**src/rtl/qarmav2_tweak_sched.sv**
```systemverilog
// QARMAv2-64 tweak schedule: holds the tweak, presents one round tweak
// per step; decrypt pre-rolls forward so rounds are served in reverse.
// Ports:
//   clk, rst         clock, synchronous active-high reset
//   start, dec       begin operation (IDLE only), direction (1 = decrypt)
//   tweak_in         initial tweak, sampled with start
//   step             current tweak consumed, advance (RUN only)
//   abort            back to IDLE next cycle, tweak_out holds
//   tweak_out        current round tweak (registered)
//   round_idx        index of current round tweak
//   valid, last      tweak_out meaningful / final round tweak
//   busy             not IDLE
module qarmav2_tweak_sched #(
    parameter int ROUNDS = 9,
    parameter int W      = 64
) (
    input  logic         clk,
    input  logic         rst,
    input  logic         start,
    input  logic         dec,
    input  logic [W-1:0] tweak_in,
    input  logic         step,
    input  logic         abort,
    output logic [W-1:0] tweak_out,
    output logic [3:0]   round_idx,
    output logic         valid,
    output logic         last,
    output logic         busy
);

    localparam logic [1:0] S_IDLE = 2'd0;
    localparam logic [1:0] S_PRE  = 2'd1;
    localparam logic [1:0] S_RUN  = 2'd2;

    localparam logic [3:0] LAST_IDX = 4'(ROUNDS - 1);
    // Pre-roll ends on its (ROUNDS-1)th application; only reached
    // when ROUNDS >= 2.
    localparam logic [3:0] PRE_END  = 4'(ROUNDS - 2);

    // Source cell for each output cell; cell 0 is the top nibble.
    localparam logic [3:0] P_TAB [16] = '{
        4'd1, 4'd10, 4'd14, 4'd6, 4'd2, 4'd9, 4'd13, 4'd5,
        4'd0, 4'd8, 4'd12, 4'd4, 4'd3, 4'd11, 4'd15, 4'd7
    };
    localparam logic [3:0] Q_TAB [16] = '{
        4'd8, 4'd0, 4'd4, 4'd12, 4'd11, 4'd7, 4'd3, 4'd15,
        4'd9, 4'd5, 4'd1, 4'd13, 4'd10, 4'd6, 4'd2, 4'd14
    };

    logic [1:0]   state_q, state_d;
    logic [W-1:0] tweak_q, tweak_d;
    logic [3:0]   idx_q, idx_d;
    logic [3:0]   cnt_q, cnt_d;
    logic         dec_q, dec_d;

    logic [W-1:0] perm_fwd;
    logic [W-1:0] perm_inv;

    for (genvar i = 0; i < 16; i++) begin : g_perm
        assign perm_fwd[W-1-4*i -: 4] = tweak_q[W-1-4*int'(P_TAB[i]) -: 4];
        assign perm_inv[W-1-4*i -: 4] = tweak_q[W-1-4*int'(Q_TAB[i]) -: 4];
    end

    always_comb begin
        state_d = state_q;
        tweak_d = tweak_q;
        idx_d   = idx_q;
        cnt_d   = cnt_q;
        dec_d   = dec_q;
        if (abort) begin
            state_d = S_IDLE;
            idx_d   = 4'd0;
            cnt_d   = 4'd0;
        end else begin
            unique case (state_q)
                S_IDLE: begin
                    if (start) begin
                        tweak_d = tweak_in;
                        idx_d   = 4'd0;
                        cnt_d   = 4'd0;
                        dec_d   = dec;
                        state_d = (!dec || ROUNDS == 1) ? S_RUN : S_PRE;
                    end
                end
                S_PRE: begin
                    tweak_d = perm_fwd;
                    cnt_d   = cnt_q + 4'd1;
                    if (cnt_q == PRE_END) begin
                        state_d = S_RUN;
                    end
                end
                S_RUN: begin
                    if (step) begin
                        if (idx_q == LAST_IDX) begin
                            state_d = S_IDLE;
                            idx_d   = 4'd0;
                        end else begin
                            tweak_d = dec_q ? perm_inv : perm_fwd;
                            idx_d   = idx_q + 4'd1;
                        end
                    end
                end
                default: begin
                    state_d = S_IDLE;
                    idx_d   = 4'd0;
                    cnt_d   = 4'd0;
                end
            endcase
        end
    end

    always_ff @(posedge clk) begin
        if (rst) begin
            state_q <= S_IDLE;
            tweak_q <= '0;
            idx_q   <= 4'd0;
            cnt_q   <= 4'd0;
            dec_q   <= 1'b0;
        end else begin
            state_q <= state_d;
            tweak_q <= tweak_d;
            idx_q   <= idx_d;
            cnt_q   <= cnt_d;
            dec_q   <= dec_d;
        end
    end

    assign tweak_out = tweak_q;
    assign round_idx = idx_q;
    assign valid     = (state_q == S_RUN);
    assign last      = valid && (idx_q == LAST_IDX);
    assign busy      = (state_q != S_IDLE);

endmodule

```
**config.mk**
```make
export PLATFORM = sky130hd
export DESIGN_NAME = qarmav2_tweak_sched
export DESIGN_NICKNAME = d
export VERILOG_FILES = /design/src/rtl/qarmav2_tweak_sched.sv
export SDC_FILE = /design/constraint.sdc
export NUM_CORES = 1
export LEC_CHECK = 0
export ABC_AREA = 1
export ABC_CLOCK_PERIOD_IN_PS = 1870
export BUFFER_PORTS_ARGS = -buffer_cell sky130_fd_sc_hd__buf_4
export CELL_PAD_IN_SITES_DETAIL_PLACEMENT = 1
export CELL_PAD_IN_SITES_GLOBAL_PLACEMENT = 2
export CORE_AREA = 4 4 184 115
export CTS_CLUSTER_DIAMETER = 50
export DETAILED_ROUTE_END_ITERATION = 8
export DIE_AREA = 0 0 188 119
export PLACE_DENSITY_LB_ADDON = 0.1
export SYNTH_ARGS = -nofsm -noshare
export SYNTH_HDL_FRONTEND = slang
export SYNTH_SLANG_ARGS = --single-unit
```
**constraint.sdc**
```tcl
create_clock -name clk -period 1.87 [get_ports clk]
set_input_delay 0 -clock clk [delete_from_list [all_inputs] [get_ports clk]]
set_output_delay 0 -clock clk [all_outputs]
set_load 0.05 [all_outputs]
```
==> impl_metrics.csv <==
group,metric,value,unit
layout,finalInstanceArea,0.00694,mm²
setup_path,crit_type,"flip-flop to flip-flop",
layout,syn_to_final_growth,34.6,%
clocking,clock_latency,0.35,ns
clocking,clockBufferDepth,2,
place,postPlaceCellArea,0.00659,mm²
layout,nFillCells,2552,
power_and_ir_drop,finalPower,5.77,mW
setup_path,crit_required,2.07,ns
setup_path,worst-path-buf-inv,3,
timing,finalSetupTns,0,ns
clocking,cts_htree_levels,3,
die,die_y,119,µm
layout,drive_gt1_share,26.5,%
logic_synthesis,syn_area_per_cell,5.95,µm²
timing,max_slew_margin,63.9,%
die,dieArea,0.0224,mm²
global_route,grt.total_usage,20.6,%
layout,antenna_cells,0,
timing,period_share,92.7,%
setup_path,critPathMaxFanout,4,
logic_synthesis,synth_xor_area_share,0,%
setup_path,reg2reg_slack,0.14,ns
die,row_count,40,
logic_synthesis,yosys.area_share.simple,43.6,%
global_route,grt_overflow,0,
logic_synthesis,ys.warnings.count,0,
die,fp.dieW,188,µm
place,hpwl,17.4,mm
clocking,numCtsBuffers,9,
setup_path,crit_path_start_kind,"flip-flop",
setup_path,cp_top_family,"buffers and inverters",
setup_path,worstSetupEndpointType,"flip-flop",
global_route,grt_pass1_wl,36.3,mm
timing,finalCriticalPeriod,1.73,ns
run_status,outcome,"finished clean",
route,drc,0,
logic_synthesis,syn_nets,945,
place,gp_congestion,0.803,
worst_hold_path,hold_path_depth,4,
route,drtAntennaViolNets,0,
timing,slew_violations,0,
setup_path,arrival,1.94,ns
worst_hold_path,hold_end,"tweak_out[4]",
logic_synthesis,synth_seq_cells,75,
logic_synthesis,synth_area,0.00516,mm²
timing,timing.hold.ws,0.0235,ns
timing,clock.fmax,577,MHz
global_route,antenna_found_initial,0,
global_route,grt_max_degree,56,
timing,fin_worst_skew,0.00720,ns
logic_synthesis,synth_cell_type_count,22,
logic_synthesis,synth-adder-area-share,1.94,%
job,maxCapViolations,0,
place,port_buffers,140,
clocking,clk_pin_slew,0.07,ns
route,drt-initial-drc-count,453,
timing,finalHoldViolCount,0,
logic_synthesis,synth_compound_area_share,13.5,%
logic_synthesis,synth_top_family_by_area,"simple AND/OR/NAND/NOR gates",
timing,rsz0062_at_grt,"no",
setup_path,cp_slowest_cell,"dlygate4sd3_1",
layout,fin_nets,1063,
route,first_pass_iters,5,
die,floorplan.initialDensity,26.3,%
worst_hold_path,min_path_type,"input pin to flip-flop",
route,viasPerCell,4.73,
setup_path,rr_endpoint,"dec_q",
timing,worst_pin_slew,0.541,ns
route,routedWlPerCell,18.7,µm
global_route,first_global_vias,5886,
setup_path,cp_slowest_stage_delay,0.56,ns
logic_synthesis,seq_area_frac_synth,29.1,%
power_and_ir_drop,p_leak,3.13,nW
setup_path,path_cells,"inv_1, ha_2, inv_1, nor2_1, nand2_1, nor2_1, dlygate4sd3_1, a211oi_1",
logic_synthesis,syn_inst,867,
die,io_pins,141,
logic_synthesis,synth_mux_area_share,0,%
power_and_ir_drop,ir_worst_vdd,0.403,mV
setup_path,timing.rr.start,"state_q[0]",
clocking,cts_tree,"built",
die,coreArea,0.0196,mm²
power_and_ir_drop,p_per_area,831,mW/mm²
route,vias,5971,
route,wl,23.6,mm
clocking,cts-root-buf,"clkbuf_16",
worst_hold_path,min-delay-start,"tweak_in[4]",
timing,setup_viol,0,
clocking,clkSinkCount,75,
setup_path,r2r_cells,8,
[layout by cell type, fill, tap and decap left out]
master,instances
inv_2,3
ha_1,5
clkbuf_8,1
nand3_2,2
inv_1,82
bufinv_16,1
a211oi_1,1
clkinvlp_4,2
clkbuf_16,9
nor2_2,2
dfxtp_1,70
dlygate4sd3_1,4
nand2_2,1
clkinv_2,2
or2_2,65
nor3_1,4
nand3_1,136
o21ai_0,2
nor2_1,11
inv_6,1
buf_4,153
nand2_1,275
a21oi_1,135
nor2_8,1
nand4_1,2
buf_12,11
dfxtp_2,5
ha_2,3
o21ai_1,1
[flip-flops by register name, summed over array words and instances, names as in the netlist]
signal	count
dec_q	1
cnt_q	4
state_q	2
round_idx	4
tweak_out	64
[what timing repair did]
action                     4_1_cts  5_1_grt
resized for setup                0        4
hold endpoints to repair         1        0
hold buffers                     4        0
setup buffers                    0        0
setup endpoints to repair        0        9
[where the power goes]
| part | internal (mW) | switching, mW | leakage [nW] | total, mW |
|---|---|---|---|---|
| sequential | 1.72 | 0.173 | 0.615 | 1.89 |
| clock | 1.07 | 0.776 | 0.145 | 1.85 |
| combinational | 0.715 | 1.31 | 2.37 | 2.03 |
[cells by family (layout without fill, tap and decap cells)]
kind of cell / Yosys count / count (layout)
simple gates: 499 / 499
buf+inv: 146 / 269
compound gates: 139 / 139
flops: 75 / 75
fa+ha+maj: 8 / 8
[per-stage QoR]
step	worst slack (ns)	cells	utilization (%)
5_1_grt	0.0373	1263	35.5
3_3_place_gp	0.136	1243	33.7
6_report	0.137	1263	35.5
3_5_place_dp	0.108	1243	33.7
4_1_cts	0.0685	1263	35.4
2_1_floorplan	0.0331	867	-
[worst reg2reg max path, delay by kind of cell, from the launching register on]
kind                     cells  cell delay, ns
AO/OA/AOI/OAI                1            0.04
AND/OR/NAND/NOR              3            0.25
buffers and inverters        3            0.76
flip-flops                   1            0.34
adder cells (fa/ha/maj)      1            0.21
[synth_stat cells (all sizes together)]
library cell,instances,area share (%)
nand2,276,20
nand3,138,14
a21oi,135,13
inv,85,6.2
dfxtp,75,29
or2,65,7.9
buf,39,4.0
clkbuf,22,1.6
nor2,14,1.4
ha,8,1.9
nor3,4,0.39
o21ai,3,0.29
nand4,2,0.24
a211oi,1,0.15
[worst max path at each step]
stage                  from       endpoint  slack (ns)  cells past startpoint
5_1_grt          state_q[0]          dec_q        0.04                      8
3_5_place_dp     state_q[0]       cnt_q[3]        0.11                      7
4_1_cts          state_q[0]          dec_q        0.07                      8
6_report         state_q[0]          dec_q        0.14                      8
2_1_floorplan  round_idx[0]  tweak_out[13]        0.03                      8
3_3_place_gp     state_q[0]       cnt_q[3]        0.14                      7
[final cells by class]
type,instances,area [µm²],share of cell area [%]
multi-input combinational,646,3060,44.1
sequential,75,1510,21.7
timing repair buffer,168,1410,20.3
tap,273,342,4.92
inverter,85,319,4.60
clock buffer,10,239,3.44
clock inverter,6,63.8,0.920
[per-layer routing]
layer / wire (µm) / vias up / track usage (%)
li1: - / 3002 / -
met1: 13700 / 2819 / 35.0
met2: 8580 / 138 / 26.0
met3: 1220 / 12 / 4.19
met4: 131 / 0 / 2.75
met5: 0 / - / 0
Power figures use the tool's default switching activity.
